`src/rtl/pc_sequencer.sv`:
```
// pc_sequencer: program counter sequencer sitting between the control decoder
// and the instruction ROM.
//
// It runs an IDLE -> RUN -> DONE handshake. While in RUN the counter can
// increment, take an absolute branch through a writable jump table, take a
// PC-relative branch, or call and return through a small return stack. A
// stall input freezes the counter, the stack and the FSM.
//
// Ports
//   clk        rising-edge clock
//   reset      asynchronous active-low reset (also clears the jump table)
//   req        start request, level-sampled; it must drop to leave DONE
//   stall      freezes all RUN-state updates for the cycle
//   halt       halt instruction, ends the run
//   br_en      absolute branch to lut[lut_sel] when cond is high
//   rel_en     relative branch by sign-extended rel_off when cond is high
//   cond       branch condition flag
//   lut_sel    jump-table index used by br_en and call_en
//   rel_off    signed relative offset
//   call_en    pushes prog_ctr+1 and jumps to lut[lut_sel]
//   ret_en     pops the return address into prog_ctr
//   lut_we     jump-table write enable (accepted in any state)
//   lut_waddr  jump-table write index
//   lut_wdata  jump-table write data
//   prog_ctr   current instruction address
//   busy       high in RUN
//   done       high in DONE
//   err        sticky stack overflow/underflow flag
//
// Assumes D > OFS_W and STK is a power of 2 no smaller than 2.
module pc_sequencer #(
  parameter int unsigned D       = 12,
  parameter int unsigned LUT_N   = 8,
  parameter int unsigned LW      = 3,
  parameter int unsigned OFS_W   = 8,
  parameter int unsigned STK     = 4,
  parameter int unsigned DONE_PC = 128
) (
  input  logic             clk,
  input  logic             reset,
  input  logic             req,
  input  logic             stall,
  input  logic             halt,
  input  logic             br_en,
  input  logic             rel_en,
  input  logic             cond,
  input  logic [LW-1:0]    lut_sel,
  input  logic [OFS_W-1:0] rel_off,
  input  logic             call_en,
  input  logic             ret_en,
  input  logic             lut_we,
  input  logic [LW-1:0]    lut_waddr,
  input  logic [D-1:0]     lut_wdata,
  output logic [D-1:0]     prog_ctr,
  output logic             busy,
  output logic             done,
  output logic             err
);

  // The stack pointer needs one extra code to represent "full".
  localparam int unsigned SpW   = $clog2(STK + 1);
  localparam int unsigned StkAw = $clog2(STK);
  localparam logic [D-1:0] DonePc = D'(DONE_PC);

  typedef enum logic [1:0] {StIdle, StRun, StDone} state_e;

  state_e         state_q, state_d;
  logic [D-1:0]   pc_q, pc_d;
  logic           err_q, err_d;
  logic [SpW-1:0] sp_q, sp_d;
  logic [D-1:0]   stack_q [STK];
  logic [D-1:0]   lut_q [LUT_N];

  logic           push;
  logic [D-1:0]   pc_inc, rel_ext, lut_rd, stk_top;
  logic           stk_empty, stk_full;

  assign pc_inc    = pc_q + D'(1);
  assign rel_ext   = {{(D - OFS_W){rel_off[OFS_W-1]}}, rel_off};
  // Reads see the registered table, so a same-cycle write is not forwarded.
  assign lut_rd    = lut_q[lut_sel];
  assign stk_top   = stack_q[StkAw'(sp_q - SpW'(1))];
  assign stk_empty = (sp_q == '0);
  assign stk_full  = (sp_q == SpW'(STK));

  always_comb begin
    state_d = state_q;
    pc_d    = pc_q;
    err_d   = err_q;
    sp_d    = sp_q;
    push    = 1'b0;
    unique case (state_q)
      StIdle: begin
        pc_d = '0;
        sp_d = '0;
        if (req) begin
          state_d = StRun;
          err_d   = 1'b0;
        end
      end
      StRun: begin
        if (!stall) begin
          if (halt) begin
            state_d = StDone;
          end else if (ret_en) begin
            if (stk_empty) begin
              err_d   = 1'b1;
              state_d = StDone;
            end else begin
              pc_d = stk_top;
              sp_d = sp_q - SpW'(1);
            end
          end else if (call_en) begin
            if (stk_full) begin
              err_d   = 1'b1;
              state_d = StDone;
            end else begin
              push = 1'b1;
              sp_d = sp_q + SpW'(1);
              pc_d = lut_rd;
            end
          end else if (br_en && cond) begin
            pc_d = lut_rd;
          end else if (rel_en && cond) begin
            pc_d = pc_q + rel_ext;
          end else begin
            pc_d = pc_inc;
          end
          // Landing on the terminal address ends the run whatever got us there.
          if (state_d == StRun && pc_d == DonePc) begin
            state_d = StDone;
          end
        end
      end
      StDone: begin
        if (!req) begin
          state_d = StIdle;
          pc_d    = '0;
          sp_d    = '0;
        end
      end
      default: begin
        state_d = StIdle;
        pc_d    = '0;
        sp_d    = '0;
      end
    endcase
  end

  always_ff @(posedge clk or negedge reset) begin
    if (!reset) begin
      state_q <= StIdle;
      pc_q    <= '0;
      err_q   <= 1'b0;
      sp_q    <= '0;
    end else begin
      state_q <= state_d;
      pc_q    <= pc_d;
      err_q   <= err_d;
      sp_q    <= sp_d;
    end
  end

  always_ff @(posedge clk or negedge reset) begin
    if (!reset) begin
      for (int i = 0; i < STK; i++) begin
        stack_q[i] <= '0;
      end
    end else if (push) begin
      stack_q[StkAw'(sp_q)] <= pc_inc;
    end
  end

  always_ff @(posedge clk or negedge reset) begin
    if (!reset) begin
      for (int i = 0; i < LUT_N; i++) begin
        lut_q[i] <= '0;
      end
    end else if (lut_we) begin
      lut_q[lut_waddr] <= lut_wdata;
    end
  end

  assign prog_ctr = pc_q;
  assign busy     = (state_q == StRun);
  assign done     = (state_q == StDone);
  assign err      = err_q;

endmodule

```
`config.mk`:
```
export PLATFORM = sky130hd
export DESIGN_NAME = pc_sequencer
export DESIGN_NICKNAME = d
export VERILOG_FILES = /design/src/rtl/pc_sequencer.sv
export SDC_FILE = /design/constraint.sdc
export NUM_CORES = 1
export LEC_CHECK = 0
export CAP_MARGIN = 20
export CORE_MARGIN = 2
export CORE_UTILIZATION = 44
export CTS_CLUSTER_SIZE = 40
export DETAILED_ROUTE_END_ITERATION = 8
export SETUP_SLACK_MARGIN = 0.1
export SLEW_MARGIN = 20
export SYNTH_ARGS = -nofsm -noshare
export SYNTH_HDL_FRONTEND = slang
export SYNTH_SLANG_ARGS = --single-unit
```
`constraint.sdc`:
```
create_clock -name clk -period 3.43 [get_ports clk]
set_input_delay 0.686 -clock clk [delete_from_list [all_inputs] [get_ports clk]]
set_output_delay 0.686 -clock clk [all_outputs]
set_load 0.005 [all_outputs]
```
==> results.md <==
- The run finished with clean final reports.
- In the global route stage, met3 resource usage came out at 4.16%.
- The maximum single-stage delay on the critical path is 0.40 ns.
- During synthesis, Yosys emitted a total of 0 warnings.
- The clock root buffer master is clkbuf_16.
- The cell count after synthesis came out at 702.
- The pin count of the biggest net entering global routing is 85.
- The number of buffers and inverters on the critical path is 1.
- The number of hold buffers added after CTS was 0.
- After synthesis, the cell types taking the most area are dfrtp_1 48%, mux2_2 14%, mux4_2 5.6%.
- For met2 alone, demand over resource in global routing was 38.9%.
- Setup total negative slack on the finished layout was measured at 0 ns.
- The standard cell core area is 0.0188 mm².
- Once detail routing completed, the nets flagged for antenna violations numbered 0.
- After clock tree synthesis, the setup repair step added 0 buffers.
- The synthesized design contains 162 register bits.
- The final weighted congestion of routability-driven global placement is 0.924.
- The final setup violation count is 0.
- After global routing, the most crowded layer is met2.
- In the global route stage, overall resource usage came out at 22.9%.
- Headroom to the max-slew limit came out at 48.0%.
- In this run, synthesis inferred 0 flip-flops with an integrated enable.
- In this run the static leakage power is 4.34 nW.
- At the worst endpoint, the arrival time is 3.41 ns.
- The repair_antennas step left the layout with diodes totalling 0.
- The net count after synthesis is 757.
- The commonest cells after synthesis are 162 x dfrtp_1, 107 x mux2_2, 75 x nand2_1.
- The worst path needs 3.09 ns of the cycle, external delays included.
- The half-perimeter wire length after placement is 16,000 µm.
- The final critical path takes up 90.1% of the cycle.
- The post-synthesis average cell area is 12.1 µm².
- The boundary pin count is 52.
- The worst setup skew after layout is 0.00922 ns.
- The worst-case IR drop observed on VDD is 412 µV.
- The final worst hold slack is 0.322 ns.
- The leading cell type by number of instances after synthesis is dfrtp_1.
- The count of buffers from port buffering is 51.
- The sort of element at the end of the critical path is a register.
- The initial cell density of the core is 45.2%.
- The wire length of the first global-routing pass is 35,500 µm.
- The class of the tightest hold or removal check is in2async.
- The final number of max-transition violations is 0.
- The number of distinct library cells after synthesis is 64.
- The number of global-route vias before repair is 6,355.
- The fraction of synthesis flops using an asynchronous set or reset pin is 100%.
- The share of the yosys chip area belonging to registers is 47.6%.
- The largest individual stage delay along the critical path comes from the cell clkdlybuf4s50_1.
- The largest total area in the synthesized netlist belongs to dfrtp_1.
- From bottom edge to top edge, the die measures 143 µm.
- The first routing iteration left 449 violations.
- From synthesis to final layout, the design area changed by 20.1%.
- Buffers inserted during clock tree synthesis total 17.
- For the worst setup path, the data required time is 3.75 ns.
- The maximum clock path buffer count is 2.
- The total number of vias is 6,141.
- The clock insertion delay at the later pin of the skew report is 0.44 ns.
- The mapped netlist covers 0.00852 mm².
- The worst setup path is launched from an input port.
- Setup repair after global routing left no endpoint under its margin.
- TritonCTS built the clock tree.
- The average wire length per cell after detail routing is 20.7 µm.
- The initial antenna violation count came to 0.
- The portion of synthesized cell area occupied by the leading cell type is 47.6%.
- Across the run, the number of max-cap violations was 0.
- The count of standard-cell rows is 50.
- For this design, the sink count on the clock tree is 162.
- The start-to-end type of the worst setup path is in2reg.
- After detailed routing, the number of remaining DRC violations is 0.
- In this run the worst path has a maximum fanout of 2.
- The count of TritonRoute iterations in the first routing pass is 5.
- The most used flip-flop cell after synthesis is dfrtp_1.
- The hold violation total from the final report is 0.
- In this run the number of H-tree levels came out at 4.
- The power density over the cells is 594 mW/mm².
- The kind of cell with the highest combined delay on the critical path is compound AO/OA/AOI/OAI gates.
- The proportion of layout cells with a drive suffix above 1 is 28.2%.
- The clock transition time at the flip-flop clock pins of the worst setup and hold paths is 0.07 ns.
- The die covers 0.0205 mm².
- After detailed routing, the total wire length is 22,100 µm.
- For this run, global-route usage on met1 was measured as 29.7%.
- The remaining global-route overflow is 0.
- Using the TritonRoute via totals, the vias-per-cell ratio works out to 5.75.
- The achievable frequency is 0.324 GHz.
- The slew of the pin with the lowest slew margin is 0.781 ns.
- The floorplan step set the die width to 143 µm.
- The cell repeated most along the worst path is nand4_1.
- Traced cell by cell, the critical path runs through clkdlybuf4s50_1 -> ha_1 -> fa_1 -> a21oi_1 -> o211ai_1 -> xor2_1 -> a222oi_1 -> nand4_1 -> nor3_2 -> nand4_1 -> a21o_1.
- The net total in the final layout is 850.
==> state kept, by name, indices dropped and copies added (netlist names) <==
signal and flops:
lut_q 96, prog_ctr 12, stack_q 48, sp_q 3, state_q 2, err 1
==> cells in the final DEF, fill, tap and decap left out, types with 5 or more instances in the layout <==
cell type | synthesis | routed
nor2_1 | 19 | 19
nand2b_1 | 6 | 6
mux2i_1 | 7 | 7
o211ai_1 | 5 | 5
nand2_1 | 75 | 75
dfrtp_1 | 162 | 162
mux2_2 | 107 | 107
ha_1 | 17 | 17
clkdlybuf4s50_1 | 0 | 50
and3_1 | 8 | 8
nor2b_1 | 5 | 5
mux4_2 | 21 | 21
xnor2_1 | 7 | 7
o21ai_0 | 73 | 73
nor3_1 | 14 | 11
xor2_1 | 10 | 10
a21oi_1 | 21 | 21
buf_4 | 1 | 51
inv_1 | 9 | 9
inv_6 | 0 | 5
nand4_1 | 5 | 5
mux4_1 | 15 | 15
nand3_1 | 15 | 15
clkbuf_16 | 0 | 17
==> cell type report <==
class                           instances  area (µm²)
Clock inverter                         13         145
Tap cell                              260         325
Timing Repair Buffer                  106         975
Multi-Input combinational cell        499        4270
Inverter                                9        33.8
Sequential cell                       162        4050
Clock buffer                           19         433
Fill cell                            1606        8590
==> worst paths after layout <==
path	start	to	slack [ns]	cells after the start
setup / recovery	rel_off[0]	state_q[0]$_DFFE_PN0P_	0.34	11
min in group clk	stack_q[12]$_DFFE_PN0P_	stack_q[12]$_DFFE_PN0P_	0.48	2
hold / removal	reset	stack_q[23]$_DFFE_PN0P_	0.32	1
hold reg to reg	stack_q[12]$_DFFE_PN0P_	stack_q[12]$_DFFE_PN0P_	0.48	2
max in group asynchronous	reset	lut_q[73]$_DFFE_PN0P_	2.28	2
setup reg to reg	sp_q[1]$_DFFE_PN0P_	state_q[0]$_DFFE_PN0P_	0.41	10
==> kinds of logic (layout without fill, tap and decap cells) <==
group	count (synthesis)	count (layout)	share of synthesized area (%)
compound gates	141	141	10.1
xor+xnor	17	17	1.75
fa+ha+maj	18	18	2.73
buf+inv	41	147	2.60
flops	162	162	47.6
mux	150	150	25.1
simple gates	173	173	10.1
==> power breakdown <==
| part | internal, mW | total (mW) | switching (mW) |
|---|---|---|---|
| Clock | 1.03 | 1.88 | 0.847 |
| Combinational | 0.864 | 1.69 | 0.830 |
| Sequential | 2.26 | 2.50 | 0.241 |
==> routing by layer <==
metal  part of all wire (%)  vias to the layer above
met5                      0                        -
met4                    2.4                        0
met3                    3.4                       38
met2                     51                      124
met1                     44                     3159
li1                       -                     2820
==> timing repair <==
item	CTS	global route
setup endpoints to repair	0	2
endpoints found under the hold margin	0	0
gates resized for setup	0	1
==> per-stage QoR <==
stage	cells	area [µm²]	power, mW	setup WS, ns	utilization (%)
6_report	1068	10200	6.08	0.341	54.4
5_1_grt	1068	10200	6.40	0.127	54.4
4_1_cts	1068	10200	6.12	0.259	54.3
3_5_place_dp	1036	9650	4.23	-0.179	51.3
3_3_place_gp	1036	9650	4.16	-0.123	51.3
2_1_floorplan	702	8520	3.52	0.432	-
Note: power is estimated with default switching activity, not from simulation.
